==> src/rtl/pixel_pkg.sv <==
// Shared definitions for the pixel ALU path: opcodes, register ids, instruction layout,
// the no-side-effect BUBBLE word and the sequencer state encoding.
package pixel_pkg;

  localparam int INSTR_W       = 49;
  localparam int DEST_LSB      = 45;
  localparam int SRCA_LSB      = 41;
  localparam int SRCB_LSB      = 37;
  localparam int OP_LSB        = 33;
  localparam int USE_CONST_BIT = 32;
  localparam int CONST_LSB     = 0;

  localparam logic [3:0] OP_AND = 4'd0;
  localparam logic [3:0] OP_OR  = 4'd1;
  localparam logic [3:0] OP_XOR = 4'd2;
  localparam logic [3:0] OP_ADD = 4'd3;
  localparam logic [3:0] OP_SUB = 4'd4;
  localparam logic [3:0] OP_SHL = 4'd5;
  localparam logic [3:0] OP_SHR = 4'd6;
  localparam logic [3:0] OP_MOV = 4'd7;

  localparam logic [3:0] REG_RESULT = 4'd11;
  localparam logic [3:0] REG_X      = 4'd12;
  localparam logic [3:0] REG_Y      = 4'd13;
  localparam logic [3:0] REG_F      = 4'd14;

  // dest 15 is neither a register nor the result, so the ALU discards the write
  localparam logic [INSTR_W-1:0] BUBBLE = {4'd15, 4'd0, 4'd0, OP_MOV, 1'b1, 32'd0};

  typedef enum logic [2:0] {
    ST_IDLE,
    ST_START,
    ST_ISSUE,
    ST_DRAIN,
    ST_FRAME_WAIT
  } seq_state_t;

  function automatic logic [INSTR_W-1:0] make_instr(
    input logic [3:0]  dest,
    input logic [3:0]  srca,
    input logic [3:0]  srcb,
    input logic [3:0]  op,
    input logic        use_const,
    input logic [31:0] k
  );
    return {dest, srca, srcb, op, use_const, k};
  endfunction

endpackage

==> src/rtl/pixel_sequencer_if.sv <==
// Pixel output stream: one held pixel with valid/ready; the slot clears on valid & ready.
interface pixel_sequencer_if;
  logic        pixel_valid;
  logic        pixel_ready;
  logic [15:0] pixel_x;
  logic [15:0] pixel_y;
  logic [11:0] pixel_value;

  modport master (output pixel_valid, pixel_x, pixel_y, pixel_value, input pixel_ready);
  modport slave  (input pixel_valid, pixel_x, pixel_y, pixel_value, output pixel_ready);
endinterface

==> src/rtl/pixel_sequencer_program_ram.sv <==
// Shader program store: one write port, one registered read port (1-cycle latency), no reset
// so the loaded program survives a sequencer reset.
module program_ram #(
  parameter int AW = 4,
  parameter int DW = 49
) (
  input  logic          clk,
  input  logic          we,
  input  logic [AW-1:0] waddr,
  input  logic [DW-1:0] wdata,
  input  logic [AW-1:0] raddr,
  output logic [DW-1:0] rdata
);
  logic [DW-1:0] mem [0:(1<<AW)-1];
  logic [DW-1:0] rdata_q;

  always_ff @(posedge clk) begin
    if (we) begin
      mem[waddr] <= wdata;
    end
    rdata_q <= mem[raddr];
  end

  assign rdata = rdata_q;
endmodule

==> src/rtl/pixel_sequencer.sv <==
// Raster-scan shader sequencer: prog_len instructions per pixel, prog_len+2 cycles per pixel, waits in
// START while the one-entry pixel slot is held by pixel_ready=0. SEQ_FRAME_WAIT_EN gates each new frame on frame_go.
module pixel_sequencer
  import pixel_pkg::*;
#(
  parameter int H_RES   = 320,
  parameter int V_RES   = 240,
  parameter int PROG_AW = 4
) (
  input  logic               clk,
  input  logic               reset,
  input  logic               prog_we,
  input  logic [PROG_AW-1:0] prog_addr,
  input  logic [INSTR_W-1:0] prog_data,
  input  logic [PROG_AW:0]   prog_len,
  input  logic               run,
  input  logic               frame_go,
  output logic [INSTR_W-1:0] instruction,
  output logic [31:0]        x_coord,
  output logic [31:0]        y_coord,
  output logic [31:0]        f_number,
  input  logic [11:0]        alu_value,
  pixel_sequencer_if.master  pix,
  output logic               busy
);
  localparam int LW = PROG_AW + 1;

  seq_state_t          state_q, state_d;
  logic [LW-1:0]       idx_q, idx_d;
  logic [31:0]         x_q, x_d, y_q, y_d, f_q, f_d;
  logic                vld_q, vld_d;
  logic [15:0]         px_q, px_d, py_q, py_d;
  logic [11:0]         pv_q, pv_d;

  logic [LW-1:0]       len_eff;
  logic [PROG_AW-1:0]  rd_addr;
  logic [INSTR_W-1:0]  ram_rdata;
  logic                ram_we, last_x, last_y, end_of_frame, slot_free;

  assign len_eff      = (prog_len == '0) ? LW'(1) : prog_len;
  assign last_x       = (x_q == 32'(H_RES - 1));
  assign last_y       = (y_q == 32'(V_RES - 1));
  assign end_of_frame = last_x && last_y;
  assign slot_free    = !vld_q || pix.pixel_ready;
  assign ram_we       = prog_we && (state_q == ST_IDLE);

  program_ram #(.AW(PROG_AW), .DW(INSTR_W)) u_program_ram (
    .clk   (clk),
    .we    (ram_we),
    .waddr (prog_addr),
    .wdata (prog_data),
    .raddr (rd_addr),
    .rdata (ram_rdata)
  );

`ifndef SEQ_FRAME_WAIT_EN
  logic unused_frame_go;
  assign unused_frame_go = frame_go;
`endif

  always_comb begin
    state_d = state_q;
    idx_d   = idx_q;
    x_d     = x_q;
    y_d     = y_q;
    f_d     = f_q;
    vld_d   = vld_q && !pix.pixel_ready;
    px_d    = px_q;
    py_d    = py_q;
    pv_d    = pv_q;
    rd_addr = '0;

    case (state_q)
      ST_IDLE: begin
        if (run) state_d = ST_START;
      end
      ST_START: begin
        // address 0 is presented here so instruction 0 is ready on the first ISSUE cycle
        if (slot_free) begin
          state_d = ST_ISSUE;
          idx_d   = '0;
        end
      end
      ST_ISSUE: begin
        rd_addr = PROG_AW'(idx_q + LW'(1));
        if (idx_q == len_eff - LW'(1)) state_d = ST_DRAIN;
        else                           idx_d   = idx_q + LW'(1);
      end
      ST_DRAIN: begin
        vld_d = 1'b1;
        px_d  = x_q[15:0];
        py_d  = y_q[15:0];
        pv_d  = alu_value;
        if (last_x) begin
          x_d = '0;
          y_d = last_y ? 32'd0 : y_q + 32'd1;
        end else begin
          x_d = x_q + 32'd1;
        end
`ifdef SEQ_FRAME_WAIT_EN
        if (!run)              state_d = ST_IDLE;
        else if (end_of_frame) state_d = ST_FRAME_WAIT;
        else                   state_d = ST_START;
`else
        if (end_of_frame) f_d = f_q + 32'd1;
        state_d = run ? ST_START : ST_IDLE;
`endif
      end
      ST_FRAME_WAIT: begin
`ifdef SEQ_FRAME_WAIT_EN
        if (!run) begin
          state_d = ST_IDLE;
          f_d     = f_q + 32'd1;
        end else if (frame_go) begin
          state_d = ST_START;
          f_d     = f_q + 32'd1;
        end
`else
        state_d = ST_IDLE;
`endif
      end
      default: state_d = ST_IDLE;
    endcase
  end

  always_ff @(posedge clk) begin
    if (reset) begin
      state_q <= ST_IDLE;
      idx_q   <= '0;
      x_q     <= '0;
      y_q     <= '0;
      f_q     <= '0;
      vld_q   <= 1'b0;
      px_q    <= '0;
      py_q    <= '0;
      pv_q    <= '0;
    end else begin
      state_q <= state_d;
      idx_q   <= idx_d;
      x_q     <= x_d;
      y_q     <= y_d;
      f_q     <= f_d;
      vld_q   <= vld_d;
      px_q    <= px_d;
      py_q    <= py_d;
      pv_q    <= pv_d;
    end
  end

  assign instruction     = (state_q == ST_ISSUE) ? ram_rdata : BUBBLE;
  assign x_coord         = x_q;
  assign y_coord         = y_q;
  assign f_number        = f_q;
  assign busy            = (state_q != ST_IDLE);
  assign pix.pixel_valid = vld_q;
  assign pix.pixel_x     = px_q;
  assign pix.pixel_y     = py_q;
  assign pix.pixel_value = pv_q;
endmodule

==> src/flat_wrapper.sv <==
// flat-port wrapper written by rule: the top's interface ports become plain ports
module pixel_sequencer_flat import pixel_pkg::*;
#(
  parameter int H_RES   = 320,
  parameter int V_RES   = 240,
  parameter int PROG_AW = 4
)
  (clk, reset, prog_we, prog_addr, prog_data, prog_len, run, frame_go, instruction, x_coord, y_coord, f_number, alu_value, busy, pix_pixel_valid, pix_pixel_x, pix_pixel_y, pix_pixel_value, pix_pixel_ready);
  pixel_sequencer_if pix_i ();
  input  logic clk;
  input  logic reset;
  input  logic prog_we;
  input  logic [PROG_AW-1:0] prog_addr;
  input  logic [INSTR_W-1:0] prog_data;
  input  logic [PROG_AW:0] prog_len;
  input  logic run;
  input  logic frame_go;
  output logic [INSTR_W-1:0] instruction;
  output logic [31:0] x_coord;
  output logic [31:0] y_coord;
  output logic [31:0] f_number;
  input  logic [11:0] alu_value;
  output logic busy;
  output wire logic [$bits(pix_i.pixel_valid)-1:0] pix_pixel_valid;
  output wire logic [$bits(pix_i.pixel_x)-1:0] pix_pixel_x;
  output wire logic [$bits(pix_i.pixel_y)-1:0] pix_pixel_y;
  output wire logic [$bits(pix_i.pixel_value)-1:0] pix_pixel_value;
  input wire logic [$bits(pix_i.pixel_ready)-1:0] pix_pixel_ready;
  assign pix_pixel_valid = pix_i.pixel_valid;
  assign pix_pixel_x = pix_i.pixel_x;
  assign pix_pixel_y = pix_i.pixel_y;
  assign pix_pixel_value = pix_i.pixel_value;
  assign pix_i.pixel_ready = pix_pixel_ready;
  pixel_sequencer #(.H_RES(H_RES), .V_RES(V_RES), .PROG_AW(PROG_AW)) u_core (.clk(clk), .reset(reset), .prog_we(prog_we), .prog_addr(prog_addr), .prog_data(prog_data), .prog_len(prog_len), .run(run), .frame_go(frame_go), .instruction(instruction), .x_coord(x_coord), .y_coord(y_coord), .f_number(f_number), .alu_value(alu_value), .pix(pix_i), .busy(busy));
endmodule
==> config.mk <==
export PLATFORM = sky130hd
export DESIGN_NAME = pixel_sequencer_flat
export DESIGN_NICKNAME = d
export VERILOG_FILES = /design/src/rtl/pixel_pkg.sv /design/src/rtl/pixel_sequencer_if.sv /design/src/rtl/pixel_sequencer_program_ram.sv /design/src/rtl/pixel_sequencer.sv /design/src/flat_wrapper.sv
export SDC_FILE = /design/constraint.sdc
export NUM_CORES = 1
export LEC_CHECK = 0
export CORE_MARGIN = 4
export CORE_UTILIZATION = 30
export CTS_BUF_LIST = sky130_fd_sc_hd__clkbuf_4 sky130_fd_sc_hd__clkbuf_8 sky130_fd_sc_hd__clkbuf_16
export CTS_CLUSTER_SIZE = 30
export DETAILED_ROUTE_END_ITERATION = 8
export PLACE_DENSITY = 0.45
export SYNTH_ARGS = -nofsm -noshare
export SYNTH_HDL_FRONTEND = slang
export SYNTH_SLANG_ARGS = --single-unit
==> constraint.sdc <==
create_clock -name clk -period 10 [get_ports clk]
set_input_delay 2 -clock clk [delete_from_list [all_inputs] [get_ports clk]]
set_output_delay 2 -clock clk [all_outputs]
set_load 0.01 [all_outputs]
; Yosys cells after proc, flatten, opt, wreduce, memory -nomap -nowiden
; Memories as Yosys holds them, arrays and structs flattened. A register that Yosys moved wholly into a read port is not among the register bits.
; Index checks and enable logic that the tools add are counted.
[word_totals]
reg_bits = 149
n_memories = 1
ram_bits = 784
[memory_table]
columns = memory, words, word_bits, rd, rd_clocked_by_memory_dff, write_ports, line
row1 = u_core.u_program_ram.mem, 16, 49, 1, 1, 1, pixel_sequencer_program_ram.sv:14  ; logic [DW-1:0] mem [0:(1<<AW)-1];
[classes]
n_reduce_logical = 14
n_addsub = 5
eq_ne = 10
muxes = 16
[op_table]
columns = cell, n
row1 = 32-bit by 1-bit adder with 32-bit output (second input constant), 3
row2 = 32-bit 2-to-1 mux, 2
row3 = 49-bit 2-to-1 mux, 1
row4 = 32-bit by 8-bit equality test with 1-bit output (second input constant), 1
row5 = 32-bit by 9-bit equality test with 1-bit output (second input constant), 1
row6 = 5-bit 2-to-1 mux, 3
row7 = 3-bit one-hot mux with 4 select lines, 1
row8 = 5-bit one-hot mux with 2 select lines, 1
row9 = 3-bit 2-to-1 mux, 3
row10 = 3-bit by 2-bit equality test with 1-bit output (second input constant), 2
row11 = 3-bit AND reduction, 2
row12 = 5-bit by 1-bit adder with 5-bit output (second input constant), 1
row13 = 5-bit equality test, 1
row14 = 5-bit logical NOT, 1
row15 = 5-bit by 1-bit subtractor with 5-bit output (second input constant), 1
row16 = 1-bit 2-to-1 mux, 4
row17 = 4-bit 2-to-1 mux, 1
row18 = 2-bit by 1-bit != test with 1-bit output (second input constant), 2
row19 = 2-bit != test (second input constant), 2
row20 = 2-bit AND reduction, 2
row21 = 3-bit by 1-bit equality test with 1-bit output (second input constant), 1
row22 = 1-bit logical AND, 3
row23 = 3-bit logical NOT, 1
row24 = 3-bit nonzero test, 1
row25 = other kinds (3), 4

; Logic depth before layout (Yosys ltp)
[depth]
ltp_word = 6
mapped_depth = 11

; Hierarchy
; From an unflattened synthesis, not the netlist that was laid out.
[hier_totals]
hier_cells = 2061
area_unflattened_um2 = 37254.5
[by_module_without_submodules]
columns = mod, seq_area_each_um2, area_per_inst_um2, cells_each, n_inst
row1 = program_ram, 24523.5, 30336.6, 1268, 1
row2 = pixel_sequencer, 2962.8, 6917.9, 793, 1

; Least setup slack after synthesis
; No wires, ideal clock.
[synth_path]
kind = input -> register
start = input port prog_addr[2]
end = memory u_core.u_program_ram.mem[0][0], enable pin
arrival_ns = 5.778
required_time_ns = 9.483
setup_slack_ns = 3.705
path_stages = 2
cell_sequence = or3_1 -> nor3_1
[synth_rtl]
columns = item, line
row1 = "start, declared", flat_wrapper.sv:13  ; input logic [PROG_AW-1:0] prog_addr;
row2 = "end, declared", pixel_sequencer_program_ram.sv:14
; No word-level cell before the write port.

; Final worst setup path
[layout_path]
start = register u_core.state_q[0]
end = output port instruction[5]
[layout_between]
elab_chain_len = 2
[layout_rtl]
columns = item, line
row1 = "start, declared", pixel_sequencer.sv:28  ; seq_state_t state_q, state_d;
row2 = "start signal, assigned", pixel_sequencer.sv:138  ; state_q <= state_d;
row3 = 3-bit by 2-bit equality test with 1-bit output, pixel_sequencer.sv:150  ; assign instruction = (state_q == ST_ISSUE) ? ram_rdata : BUBBLE;
row4 = 49-bit 2-to-1 mux, pixel_sequencer.sv:150
row5 = "end, declared", flat_wrapper.sv:18  ; output logic [INSTR_W-1:0] instruction;
; No other way between the ends.

==> flow_summary_export.csv <==
group,metric,value,unit
route,drc,0,
yosys,ys_warn_count,0,
clock_tree,holdBufCountCts,0,
yosys,synthesis.area_per_instance,14.5,um^2
yosys,synth_top_family_by_area,"simple AND/OR/NAND/NOR gates",
global_routing,grtUsageTotal,0.154,
setup_path,cp-startpoint,"u_core.state_q[0]",
clock_tree,clock_insertion_delay_worst_skew,0.70,ns
clock_tree,cts-root-buf,"sky130_fd_sc_hd__clkbuf_16",
setup_path,worst-endpoint-required,8.00,ns
global_routing,grt_max_degree,170,
yosys,synth_ff_type,"sky130_fd_sc_hd__edfxtp_1",
layout,multi_input_comb_area,11000,um^2
placement,port_buffers,265,
die,die-width,369,um
timing,grt_setup_unrepaired,"no",
timing,drv_slew,0,
route,routed_wire_length_per_instance,22.5,um
die,initial_core_util,0.302,
die,design.portCount,267,
yosys,synth-compound-area-share,0.0739,
setup_path,path_cells,"inv_1 > ha_4 > and2_1 > clkdlybuf4s50_1",
min_path,timing.hold.worst.class,"reg2reg",
clock_tree,cts_tree,"done",
yosys,synthMuxAreaShare,0.0906,
layout,final_net_count,3009,
setup_path,crit_family,"adder cells",
route,drt-pass1-iter-count,5,
yosys,synth_cells,2685,
route,num_vias,23426,
yosys,yosys_register_bits,981,
die,num_rows,132,
timing,tns,0,ns
min_path,worstHoldStart,"u_core.f_number[31]",
layout,sequential_standard_cell_area,27500,um^2
setup_path,worst-endpoint-arrival,2.82,ns
layout,layout.cells.most_common,"sky130_fd_sc_hd__edfxtp_1",
yosys,synth-xor-area-share,0.0108,
die,die_area,136000,um^2
clock_tree,clock_sink_count,981,
die,floorplan.die.height,369,um
global_routing,gr-total-overflow,0,
route,drt-vias-per-instance,4.92,
setup_path,worstPathMaxFanout,59,
yosys,synth.lib_cells_used.distinct,53,
timing,timing_worst_slew_pin_value,1.11,ns
timing,hold_viol,0,
pwr,power.static_leakage,14.7,nW
setup_path,critical_register_to_register_path_startpoint,"u_core.idx_q[0]",
clock_tree,cts-buffers-inserted,108,
yosys,syn_nets,2770,
route,initialDrtViolationCount,1507,
route,post_detailed_routing_wire_length,107000,um
timing,final_worst_clock_skew,0.0373,ns
layout,postLayoutCellArea,47400,um^2
clock_tree,cts.repair.resized,0,
pwr,power.ir.vdd_worst,0.191,mV
yosys,syn_area,39000,um^2
placement,detailed_place_hpwl,57700,um
setup_path,reg2reg_setup_slack,5.76,ns
setup_path,critPathLaunchType,"flip-flop",
layout,fillers,12131,
setup_path,setup.worst_path.class,"reg2out",
layout,final_layout_size_suffix_gt1_frac,0.104,
timing,top_achievable_clock_speed,0.208,GHz
route,drtAntennaViolNets,0,
setup_path,slowest_stage,"sky130_fd_sc_hd__ha_4",
global_routing,vias_in_the_first_global_route,24090,
clock_tree,cts_setup_buffers,0,
setup_path,worst_setup_path_end_kind,"primary output",
yosys,synth_async_sr_flop_share,0,
layout,flow.area_growth_from_synthesis,21.6,%
timing,post-route-period-util,0.482,
pwr,power-per-cell-area,213,nW/um^2
layout,top_library_cells_by_usage_in_the_layout_fill_and_taps_aside,"sky130_fd_sc_hd__edfxtp_1, sky130_fd_sc_hd__clkdlybuf4s50_1, sky130_fd_sc_hd__mux2i_1",
timing,timing.final.crit_period,4.82,ns
yosys,synthSimpleGateAreaFrac,0.0977,
global_routing,wire_length_of_the_first_global_routing_pass,158000,um
yosys,synth_enable_flop_cells,784,
setup_path,path_buf_inv,2,
outcome,run_status,"completed",
timing,timing.slew.headroom,0.257,
clock_tree,clock_path_buffers,3,
placement,place_area,43700,um^2
global_routing,antenna_violations_before_repair,18,
die,floorplan.core_area,129000,um^2
yosys,yosysSeqAreaShare,0.705,
timing,report.final.setup_viol,0,
placement,place_congestion,0.775,
run,max-cap-violations,0,
setup_path,critPathMaxStageDelay,0.73,ns
clock_tree,clk_slew_on_worst_s_h_paths,0.06,ns
yosys,synth_adder_area_share,0.00289,
clock_tree,h-tree-depth,3,
[cells by family after synthesis]
logic type | after synthesis
and+or+nand+nor | 735
muxes | 292
DFF | 981
xor gates and xnor gates | 48
adders and majority gates | 9
AOI/OAI and AO/OA | 423
buffers and inverters | 197
[routing by layer]
layer / part of all wire / GRT usage
met5: 0.00077 / 0
met4: 0.025 / 0.0405
met3: 0.051 / 0.0324
met2: 0.47 / 0.256
met1: 0.45 / 0.204
[report_power, final]
part | internal (W) | leakage [nW] | switching [W]
registers | 0.00457 | 8.68 | 0.0000644
logic | 0.000551 | 4.09 | 0.000826
clock network | 0.00246 | 1.88 | 0.00161
total | 0.00758 | 14.7 | 0.00250
[metrics by stage]
step / total power (W) / utilization / instances / hold slack, ns / worst slack [ns]
6_report: 0.0101 / 0.367 / 4766 / 0.482 / 5.18
5_1_grt: 0.0105 / 0.367 / 4761 / 0.506 / 4.92
4_1_cts: 0.0103 / 0.367 / 4759 / 0.482 / 4.96
3_5_place_dp: 0.00614 / 0.338 / 4556 / 0.474 / 5.05
3_3_place_gp: 0.00611 / 0.338 / 4556 / 0.468 / 5.12
2_1_floorplan: 0.00556 / - / 2685 / 0.468 / 3.70
[synth_stat cells, types with 2 or more instances]
cell type | instances | area, um^2
sky130_fd_sc_hd__mux2i_1 | 243 | 2430
sky130_fd_sc_hd__clkbuf_1 | 146 | 548
sky130_fd_sc_hd__xor2_1 | 24 | 210
sky130_fd_sc_hd__o311ai_0 | 3 | 26.3
sky130_fd_sc_hd__nor2b_1 | 101 | 632
sky130_fd_sc_hd__nand4b_1 | 6 | 52.6
sky130_fd_sc_hd__buf_2 | 12 | 60.1
sky130_fd_sc_hd__a21oi_1 | 104 | 521
sky130_fd_sc_hd__o31ai_1 | 25 | 188
sky130_fd_sc_hd__nand2b_1 | 13 | 81.3
sky130_fd_sc_hd__and4_1 | 16 | 140
sky130_fd_sc_hd__a21o_1 | 2 | 15.0
sky130_fd_sc_hd__o21ai_0 | 23 | 115
sky130_fd_sc_hd__nor4_1 | 28 | 175
sky130_fd_sc_hd__o21a_1 | 2 | 15.0
sky130_fd_sc_hd__nand3_1 | 48 | 240
sky130_fd_sc_hd__o41ai_1 | 3 | 26.3
sky130_fd_sc_hd__xnor2_1 | 24 | 210
sky130_fd_sc_hd__or4_1 | 32 | 240
sky130_fd_sc_hd__nor3_1 | 13 | 65.1
sky130_fd_sc_hd__mux4_2 | 49 | 1100
sky130_fd_sc_hd__ha_1 | 9 | 113
sky130_fd_sc_hd__inv_1 | 21 | 78.8
sky130_fd_sc_hd__nand4bb_1 | 4 | 45.0
sky130_fd_sc_hd__and2_1 | 52 | 325
sky130_fd_sc_hd__buf_1 | 16 | 60.1
sky130_fd_sc_hd__nand2_1 | 243 | 912
sky130_fd_sc_hd__a31oi_1 | 50 | 313
sky130_fd_sc_hd__edfxtp_1 | 784 | 23500
sky130_fd_sc_hd__nor4b_2 | 2 | 30.0
sky130_fd_sc_hd__o221ai_1 | 3 | 26.3
sky130_fd_sc_hd__a211oi_1 | 149 | 1120
sky130_fd_sc_hd__a311oi_1 | 49 | 429
sky130_fd_sc_hd__o31a_1 | 2 | 17.5
sky130_fd_sc_hd__nor2_1 | 106 | 398
sky130_fd_sc_hd__o2111ai_1 | 4 | 35.0
sky130_fd_sc_hd__and3_1 | 13 | 81.3
sky130_fd_sc_hd__or3_1 | 19 | 119
sky130_fd_sc_hd__nand4_1 | 32 | 200
sky130_fd_sc_hd__dfxtp_1 | 197 | 3940
[path summary, 6_finish.rpt]
path	endpoint	cells after the start
worst max-delay path	instruction[5]	4
worst min-delay path	u_core.f_number[31]	2
worst max register to register	u_core.u_program_ram.rdata[29]	8
worst min register to register	u_core.f_number[31]	2
[sequential cells by signal (all words and copies together) (netlist names), 12 cells and up]
signal                      count
u_core.f_number                32
u_core.pix.pixel_value         12
u_core.pix.pixel_x             16
u_core.pix.pixel_y             16
u_core.u_program_ram.mem      784
u_core.u_program_ram.rdata     49
u_core.x_coord                 32
u_core.y_coord                 32
[final cells by class]
type                       instances  share of cell area
timing repair buffer             304              0.0628
inverter                          22             0.00174
clock inverter                    43              0.0103
antenna                            7            0.000369
multi-input combinational       1507               0.231
sequential                       981               0.579
tap                             1742              0.0459
clock buffer                     160              0.0685
[tightest hold or removal path, stage by stage (launching register included)]
cell                      delay, ns
sky130_fd_sc_hd__dfxtp_1       0.32
sky130_fd_sc_hd__o31ai_1       0.06
sky130_fd_sc_hd__a21oi_1       0.05
Power figures use the tool's default switching activity.
